[config.mk]
export PLATFORM = sky130hd
export DESIGN_NAME = exc_ctrl
export DESIGN_NICKNAME = d
export VERILOG_FILES = /design/src/rtl/exc_ctrl.sv
export SDC_FILE = /design/constraint.sdc
export NUM_CORES = 1
export LEC_CHECK = 0
export CAP_MARGIN = 10
export CORE_MARGIN = 1.5
export CORE_UTILIZATION = 51
export DETAILED_ROUTE_END_ITERATION = 7
export GPL_TIMING_DRIVEN = 0
export PLACE_DENSITY = 0.8
export SYNTH_ARGS = -nofsm -noshare
export SYNTH_HDL_FRONTEND = slang
export SYNTH_SLANG_ARGS = --single-unit
[constraint.sdc]
create_clock -name clk -period 5.3 [get_ports clk]
set_clock_uncertainty 0.1 [all_clocks]
set_input_delay 1.06 -clock clk [delete_from_list [all_inputs] [get_ports clk]]
set_output_delay 1.06 -clock clk [all_outputs]
set_load 0.02 [all_outputs]
[src/rtl/exc_ctrl.sv]
// Exception / ERET sequencer at the MEM stage: snapshots the trigger context,
// drives the single CP0 write port one register per cycle, then flushes and redirects fetch.
module exc_ctrl #(
    parameter logic [31:0] VEC_OFFSET = 32'h0000_0180
) (
    input  logic        clk,
    input  logic        rst,
    input  logic        mem_valid,
    input  logic [31:0] mem_pc,
    input  logic        mem_in_delay,
    input  logic        mem_is_syscall,
    input  logic        mem_is_eret,
    input  logic [31:0] cp0_status,
    input  logic [31:0] cp0_cause,
    input  logic [31:0] cp0_epc,
    input  logic [31:0] cp0_ebase,
    output logic        cp0_we,
    output logic [5:0]  cp0_waddr,
    output logic [31:0] cp0_wdata,
    output logic        flush,
    output logic        stall_req,
    output logic        redirect_valid,
    output logic [31:0] redirect_pc
);

    typedef enum logic [2:0] {
        IDLE,
        WR_EPC,
        WR_CAUSE,
        WR_STATUS,
        REDIRECT
    } state_e;

    localparam logic [5:0] ADDR_STATUS = 6'd12;
    localparam logic [5:0] ADDR_CAUSE  = 6'd13;
    localparam logic [5:0] ADDR_EPC    = 6'd14;
    localparam logic [4:0] CODE_INT    = 5'h00;
    localparam logic [4:0] CODE_SYS    = 5'h08;

    state_e      state_q, state_d;

    logic [31:0] snapPc_q, snapPc_d;
    logic        snapBd_q, snapBd_d;
    logic [31:0] snapStatus_q, snapStatus_d;
    logic [31:0] snapCause_q, snapCause_d;
    logic [31:0] snapEpc_q, snapEpc_d;
    logic [31:0] snapEbase_q, snapEbase_d;
    logic [4:0]  snapCode_q, snapCode_d;
    logic        snapEret_q, snapEret_d;

    logic        cp0We_q, cp0We_d;
    logic [5:0]  cp0Waddr_q, cp0Waddr_d;
    logic [31:0] cp0Wdata_q, cp0Wdata_d;
    logic        flush_q, flush_d;
    logic        stallReq_q, stallReq_d;
    logic        redirectValid_q, redirectValid_d;
    logic [31:0] redirectPc_q, redirectPc_d;

    logic        intPending;

    assign intPending = cp0_status[0] & ~cp0_status[1] &
                        (|(cp0_cause[15:8] & cp0_status[15:8]));

    // Outputs are computed from the state being entered and the snapshot being
    // loaded on the same edge, so each output cycle lines up with its state.
    always_comb begin
        state_d         = state_q;
        snapPc_d        = snapPc_q;
        snapBd_d        = snapBd_q;
        snapStatus_d    = snapStatus_q;
        snapCause_d     = snapCause_q;
        snapEpc_d       = snapEpc_q;
        snapEbase_d     = snapEbase_q;
        snapCode_d      = snapCode_q;
        snapEret_d      = snapEret_q;
        cp0We_d         = 1'b0;
        cp0Waddr_d      = 6'd0;
        cp0Wdata_d      = 32'd0;
        flush_d         = 1'b0;
        stallReq_d      = 1'b0;
        redirectValid_d = 1'b0;
        redirectPc_d    = 32'd0;

        case (state_q)
            IDLE: begin
                if (mem_valid && (intPending || mem_is_syscall || mem_is_eret)) begin
                    snapPc_d     = mem_pc;
                    snapBd_d     = mem_in_delay;
                    snapStatus_d = cp0_status;
                    snapCause_d  = cp0_cause;
                    snapEpc_d    = cp0_epc;
                    snapEbase_d  = cp0_ebase;
                    if (intPending || mem_is_syscall) begin
                        snapCode_d = intPending ? CODE_INT : CODE_SYS;
                        snapEret_d = 1'b0;
                        state_d    = WR_EPC;
                    end else begin
                        snapCode_d = CODE_INT;
                        snapEret_d = 1'b1;
                        state_d    = WR_STATUS;
                    end
                end
            end
            WR_EPC:    state_d = WR_CAUSE;
            WR_CAUSE:  state_d = WR_STATUS;
            WR_STATUS: state_d = REDIRECT;
            REDIRECT:  state_d = IDLE;
            default:   state_d = IDLE;
        endcase

        case (state_d)
            WR_EPC: begin
                cp0We_d    = 1'b1;
                cp0Waddr_d = ADDR_EPC;
                cp0Wdata_d = snapBd_d ? (snapPc_d - 32'd4) : snapPc_d;
            end
            WR_CAUSE: begin
                cp0We_d    = 1'b1;
                cp0Waddr_d = ADDR_CAUSE;
                cp0Wdata_d = {snapBd_d, snapCause_d[30:7], snapCode_d, 2'b00};
            end
            WR_STATUS: begin
                cp0We_d    = 1'b1;
                cp0Waddr_d = ADDR_STATUS;
                cp0Wdata_d = snapEret_d ? (snapStatus_d & ~32'h2) : (snapStatus_d | 32'h2);
            end
            REDIRECT: begin
                redirectValid_d = 1'b1;
                redirectPc_d    = snapEret_d ? snapEpc_d : (snapEbase_d + VEC_OFFSET);
            end
            default: ;
        endcase

        if (state_d != IDLE) begin
            flush_d    = 1'b1;
            stallReq_d = 1'b1;
        end
    end

    always_ff @(posedge clk) begin
        if (rst) begin
            state_q         <= IDLE;
            snapPc_q        <= 32'd0;
            snapBd_q        <= 1'b0;
            snapStatus_q    <= 32'd0;
            snapCause_q     <= 32'd0;
            snapEpc_q       <= 32'd0;
            snapEbase_q     <= 32'd0;
            snapCode_q      <= 5'd0;
            snapEret_q      <= 1'b0;
            cp0We_q         <= 1'b0;
            cp0Waddr_q      <= 6'd0;
            cp0Wdata_q      <= 32'd0;
            flush_q         <= 1'b0;
            stallReq_q      <= 1'b0;
            redirectValid_q <= 1'b0;
            redirectPc_q    <= 32'd0;
        end else begin
            state_q         <= state_d;
            snapPc_q        <= snapPc_d;
            snapBd_q        <= snapBd_d;
            snapStatus_q    <= snapStatus_d;
            snapCause_q     <= snapCause_d;
            snapEpc_q       <= snapEpc_d;
            snapEbase_q     <= snapEbase_d;
            snapCode_q      <= snapCode_d;
            snapEret_q      <= snapEret_d;
            cp0We_q         <= cp0We_d;
            cp0Waddr_q      <= cp0Waddr_d;
            cp0Wdata_q      <= cp0Wdata_d;
            flush_q         <= flush_d;
            stallReq_q      <= stallReq_d;
            redirectValid_q <= redirectValid_d;
            redirectPc_q    <= redirectPc_d;
        end
    end

    assign cp0_we         = cp0We_q;
    assign cp0_waddr      = cp0Waddr_q;
    assign cp0_wdata      = cp0Wdata_q;
    assign flush          = flush_q;
    assign stall_req      = stallReq_q;
    assign redirect_valid = redirectValid_q;
    assign redirect_pc    = redirectPc_q;

endmodule

---- After elaboration in Yosys (flattened, before gate mapping) ----
Cells that the tools add are included.
storage, ports and cells
  register bits after elaboration ......... 242
  output and inout port bits .............. 74
  word-level logic and storage cells ...... 70
operators by class
  bitwise operators ....................... 5
  mux-type cells .......................... 30
  reductions and logical operators ........ 9
  eq/ne operators ......................... 7
  $add $sub $neg .......................... 2
operator list
  cell                                                                   count
  32-bit two-way mux                                                     10
  32-bit case mux with 3 select lines                                    1
  31-bit two-way mux                                                     2
  32-bit by 9-bit adder with 32-bit output (second input constant)       1
  32-bit by 3-bit subtractor with 32-bit output (second input constant)  1
  3-bit by 2-bit == test with 1-bit output (second input constant)       4
  3-bit case mux with 4 select lines                                     1
  4-bit case mux with 3 select lines                                     1
  5-bit two-way mux                                                      2
  8-bit bitwise AND                                                      1
  1-bit two-way mux                                                      8
  4-bit two-way mux                                                      2
  8-bit OR reduction                                                     1
  3-bit by 1-bit == test with 1-bit output (second input constant)       2
  2-bit two-way mux                                                      2
  3-bit == test (second input constant)                                  1
  3-bit logical NOT                                                      1
  3-bit two-way mux                                                      1
  3-bit nonzero test                                                     1
  3-bit OR reduction                                                     1
  1-bit bitwise AND                                                      2
  1-bit logical OR                                                       2
  1-bit NOT                                                              2
  2-bit AND reduction                                                    1
  2 further kinds                                                        2

---- Depth between registers and ports, before layout ----
  depth after elaboration ................. 11
  mapped depth ............................ 16

---- Least setup slack after synthesis ----
No wires, ideal clock.
  path kind ............................... input to register
  start point ............................. in cp0_cause[8]
  end point ............................... reg redirectPc_q[31] (netlist: redirect_pc[31])
  required time ........................... 5,077 ps
  slack ................................... 884 ps
  arrival ................................. 4,194 ps
  stages on the path ...................... 16
  setup time .............................. 123 ps
  cell sequence ........................... a22oi_1 nand2_1 o211a_1 clkbuf_1 nor2_2 buf_2 buf_2 mux2i_1 ha_1 clkbuf_1 nor4_1 nand3_1 o32a_1 a21oi_1 xor2_1 o21ai_0
on the way
  longest elaborated chain between the ends .. 11
  elaborated cells on any way between the ends .. 21
RTL lines
  element                                                                           line    RTL
  start, declared                                                                   14      input logic [31:0] cp0_cause,
  8-bit bitwise AND *                                                               62      (|(cp0_cause[15:8] & cp0_status[15:8]));
  8-bit OR reduction *                                                              62
  1-bit bitwise AND *                                                               61      assign intPending = cp0_status[0] & ~cp0_status[1] &
  1-bit logical OR *                                                                86, 93
  branches (longest 7 deep; another with 32-bit by 9-bit adder with 32-bit output)  --
  end signal, assigned                                                              174     redirectPc_q <= redirectPc_d;
  end, declared                                                                     57      logic [31:0] redirectPc_q, redirectPc_d;
Mark *: on every way between the ends.
A chain may end at the register's enable or synchronous reset.

---- Worst setup path in the final report ----
  start point ............................. in cp0_status[15]
  end point ............................... reg redirectPc_q[31] (netlist: redirect_pc[31])
on the way
  longest elaborated chain between the ends .. 11
  elaborated cells on any way between the ends .. 21
RTL lines
  element                                                                           line    RTL
  start, declared                                                                   13      input logic [31:0] cp0_status,
  8-bit bitwise AND *                                                               62
  8-bit OR reduction *                                                              62
  1-bit bitwise AND *                                                               61
  1-bit logical OR *                                                                86, 93
  branches (longest 7 deep; another with 32-bit by 9-bit adder with 32-bit output)  --
Marks and branches as above.

==> results.yml <==
finish:
  final_util_pct: 68.98
  final_nets: 1691
  syn_to_final_growth_pct: 33.00
  stdcell_count: 1810
  drive_gt1_share_pct: 5.848
  design_area_um2: 13960
sta:
  grt_setup_unrepaired: "false"
  timing.final.crit_period_ns: 5.030
  final_hold_viol_count: 0
  timing.slew.headroom_pct: 36.06
  tightest_slew_ns: 0.9458
  clock.fmax_ghz: 0.1988
  fin_crit_sh_pct: 94.91
  setup_tns_ns: 0
  finalSetupViolCount: 0
  hold_ws_ns: 0.3502
  layout_setup_ws_ns: 0.2695
  slew_viol_final: 0
worst_setup_path:
  worstPathCellList: "clkdlybuf4s50_1, a22oi_1, nand2_1, o211a_1, clkbuf_1, nor2_4, clkbuf_4, buf_2, mux2i_1, ha_1, clkbuf_1, nor4b_1, nand2_1, o32a_1, a21oi_1, xor2_1, o21ai_0"
  reg2reg_to: "redirect_pc[31]"
  critical_path_buf_inv_count: 5
  r2r_start: "state_q[1]"
  crit_family: "buffers and inverters"
  worstSetupPathType: "in2reg"
  reg2reg_slack_ns: 1.06
  endpoint_kind: "register"
  cp.arrival_ns: 5.34
  max_stage_delay_ns: 0.46
  required_ns: 5.61
  cp_max_fo: 10
  cp-start-kind: "input pin"
  reg2reg_depth: 15
  slowest_stage: "clkdlybuf4s50_1"
die:
  rows: 52
  io_pins: 240
  die_area_um2: 21450
  chipHeight_um: 146.4
  core-area_um2: 20230
  die_w_um: 146.4
  start_util_pct: 51.86
hold_path:
  hold_end: "snapEbase_q[3]"
  holdCritPathClass: "reg2reg"
  whs_path_depth: 2
  hp-start: "snapEbase_q[3]"
cts:
  hold_buffers: 0
  clk_latency_ns: 0.52
  cts.reportedPaths.clkPinSlew_ns: 0.06
  clockRootBuffer: "clkbuf_16"
  clock_sinks: 229
  htreeDepth: 1
  numCtsBuffers: 24
  cts_tree: "built"
  clock_path_buffers: 3
run:
  max_cap_viol_count: 0
synthesis:
  synth_edf_count: 0
  synth_flop_cell: "dfxtp_1"
  synth_common_cells: "273 x nand2_1, 229 x dfxtp_1, 139 x a21oi_1, 72 x mux2i_1, 71 x nor2_1"
  yosysTopAreaCellShare_pct: 43.69
  synth.area.top_cells: "dfxtp_1 44%, nand2_1 9.8%, mux2i_1 6.9%, a21oi_1 6.6%, nor2_1 2.5%"
  yosys_warnings: 0
  netlist_instances: 1267
  ys_ff_latch: 229
  avgSynthCellArea_um2: 8.282
  synthArstFlopShare_pct: 0
  synth_top_cell_by_area: "dfxtp_1"
  yosysSeqAreaShare_pct: 43.69
  post-synth-top-count-cell: "nand2_1"
  synth_cell_types: 69
  synthesis.area_um2: 10490
global_routing:
  grt_pass1_vias: 10690
  antenna_found_initial: 2
  grt_pass1_wl_um: 58860
  grt_overflow: 0
  grt_util_all_layers_pct: 35.36
  grt_max_degree: 14
detailed_routing:
  wl_per_cell_um: 21.49
  routed_wirelength_um: 38900
  drcViolationCount: 0
  firstDrtPassIters: 6
  ant_nets: 0
  routed_via_density: 6.029
  first_iter_violations: 959
  dr_total_vias: 10910
power_and_ir_drop:
  powerDensity_nw_per_um2: 353.7
  p_leak_nw: 5.221
  power_mw: 4.937
  ir_drop_uv: 240.9
place:
  dp_slack_ns: -0.9061
  post-dp-hpwl_um: 29050
  place_congestion: 0.9578
  dpl_cell_area_um2: 13130
  placedCellCount: 1767
  port-buffer-count: 229
run_status:
  status: "finished, final reports clean"
==> area by class of cell <==
type                            count  area, um^2
Antenna cell                        1       2.502
Buffer                             96       437.9
Fill cell                        1696        6277
Clock inverter                      4       70.07
Sequential cell                   229        4584
Tap cell                          270       337.8
Clock buffer                       38       734.5
Inverter                            6       22.52
Timing Repair Buffer              229        2292
Multi-Input combinational cell    937        5475
==> registers in the layout, indices dropped and copies added (netlist names) <==
| signal | count |
|---|---|
| snapPc_q | 31 |
| redirect_valid | 1 |
| stall_req | 1 |
| snapCause_q | 24 |
| state_q | 3 |
| snapBd_q | 1 |
| snapEbase_q | 32 |
| snapStatus_q | 31 |
| redirect_pc | 32 |
| cp0_wdata | 32 |
| snapEret_q | 1 |
| snapCode_q | 5 |
| cp0_waddr | 3 |
| snapEpc_q | 32 |
==> placed cells by master (no fill, tap or decap), types with 5 or more instances in the layout <==
cell | Yosys | layout
nand2_1 | 273 | 273
dfxtp_1 | 229 | 229
clkdlybuf4s50_1 | 0 | 229
a21oi_1 | 139 | 139
mux2i_1 | 72 | 72
nor2_1 | 71 | 71
clkbuf_1 | 52 | 59
nor4_1 | 31 | 30
o211ai_1 | 28 | 28
nand3_1 | 27 | 27
buf_2 | 27 | 26
clkbuf_16 | 0 | 25
o21ai_0 | 23 | 23
xor2_1 | 23 | 23
nand4_1 | 20 | 20
xnor2_1 | 19 | 19
o21a_1 | 17 | 17
nor3_1 | 17 | 17
and3_1 | 13 | 13
or4_1 | 12 | 12
a31oi_1 | 12 | 12
o22ai_1 | 12 | 12
or3_1 | 11 | 11
o31ai_1 | 10 | 10
and2_1 | 9 | 9
nand2b_1 | 9 | 9
buf_1 | 8 | 8
mux2_2 | 8 | 8
o221ai_1 | 7 | 7
buf_4 | 7 | 7
clkbuf_8 | 0 | 6
a22oi_1 | 5 | 5
and4_1 | 5 | 5
a311o_1 | 5 | 5
o2111ai_1 | 5 | 5
==> metal layers <==
| layer | track usage (%) | routed length, um |
|---|---|---|
| met3 | 6.969 | 3790 |
| met5 | 0 | 13 |
| met4 | 19.14 | 2260 |
| met2 | 58.32 | 17980 |
| met1 | 43.50 | 14860 |
==> kinds of logic (layout without fill, tap and decap cells) <==
kind of cell | after synthesis | after routing | share of synthesized area (%)
compound gates | 297 | 297 | 17.94
xor+xnor | 42 | 42 | 3.505
fa+ha+maj | 2 | 2 | 0.2384
buf+inv | 102 | 373 | 4.364
flops | 229 | 229 | 43.69
mux | 80 | 80 | 7.726
other cells | 1 | 3 | 0.03574
simple gates | 514 | 514 | 22.50
==> where the power goes <==
group	total [mW]	switching [mW]	leakage, nW	internal, mW
Combinational	1.25	0.772	2.95	0.481
Sequential	1.96	0.0896	1.87	1.87
Clock	1.72	0.684	0.396	1.04
==> worst max-delay path by stage <==
stage,from,to,cells after the start
global placement,cp0_status[15],redirect_pc[31],17
CTS,cp0_status[15],redirect_pc[31],17
global route,cp0_status[15],redirect_pc[31],17
floorplan,cp0_cause[8],redirect_pc[31],16
detailed placement,cp0_status[15],redirect_pc[31],17
finish,cp0_status[15],redirect_pc[31],17
==> worst register-to-register path, cell delays in order, from the launching register on <==
cell and delay, ns:
dfxtp_1 0.36, nor4b_4 0.45, o21a_1 0.34, buf_2 0.31
nor2_4 0.12, clkbuf_4 0.28, buf_2 0.28, mux2i_1 0.18
ha_1 0.20, clkbuf_1 0.22, nor4b_1 0.36, nand2_1 0.10
o32a_1 0.36, a21oi_1 0.25, xor2_1 0.16, o21ai_0 0.08
==> repair_timing <==
item,4_1_cts,5_1_grt
setup buffers,0,0
pin swaps,0,1
endpoints found under the hold margin,0,0
setup endpoints to repair,7,5
resized for setup,2,2
No activity file was read; power rests on OpenSTA's default activity.
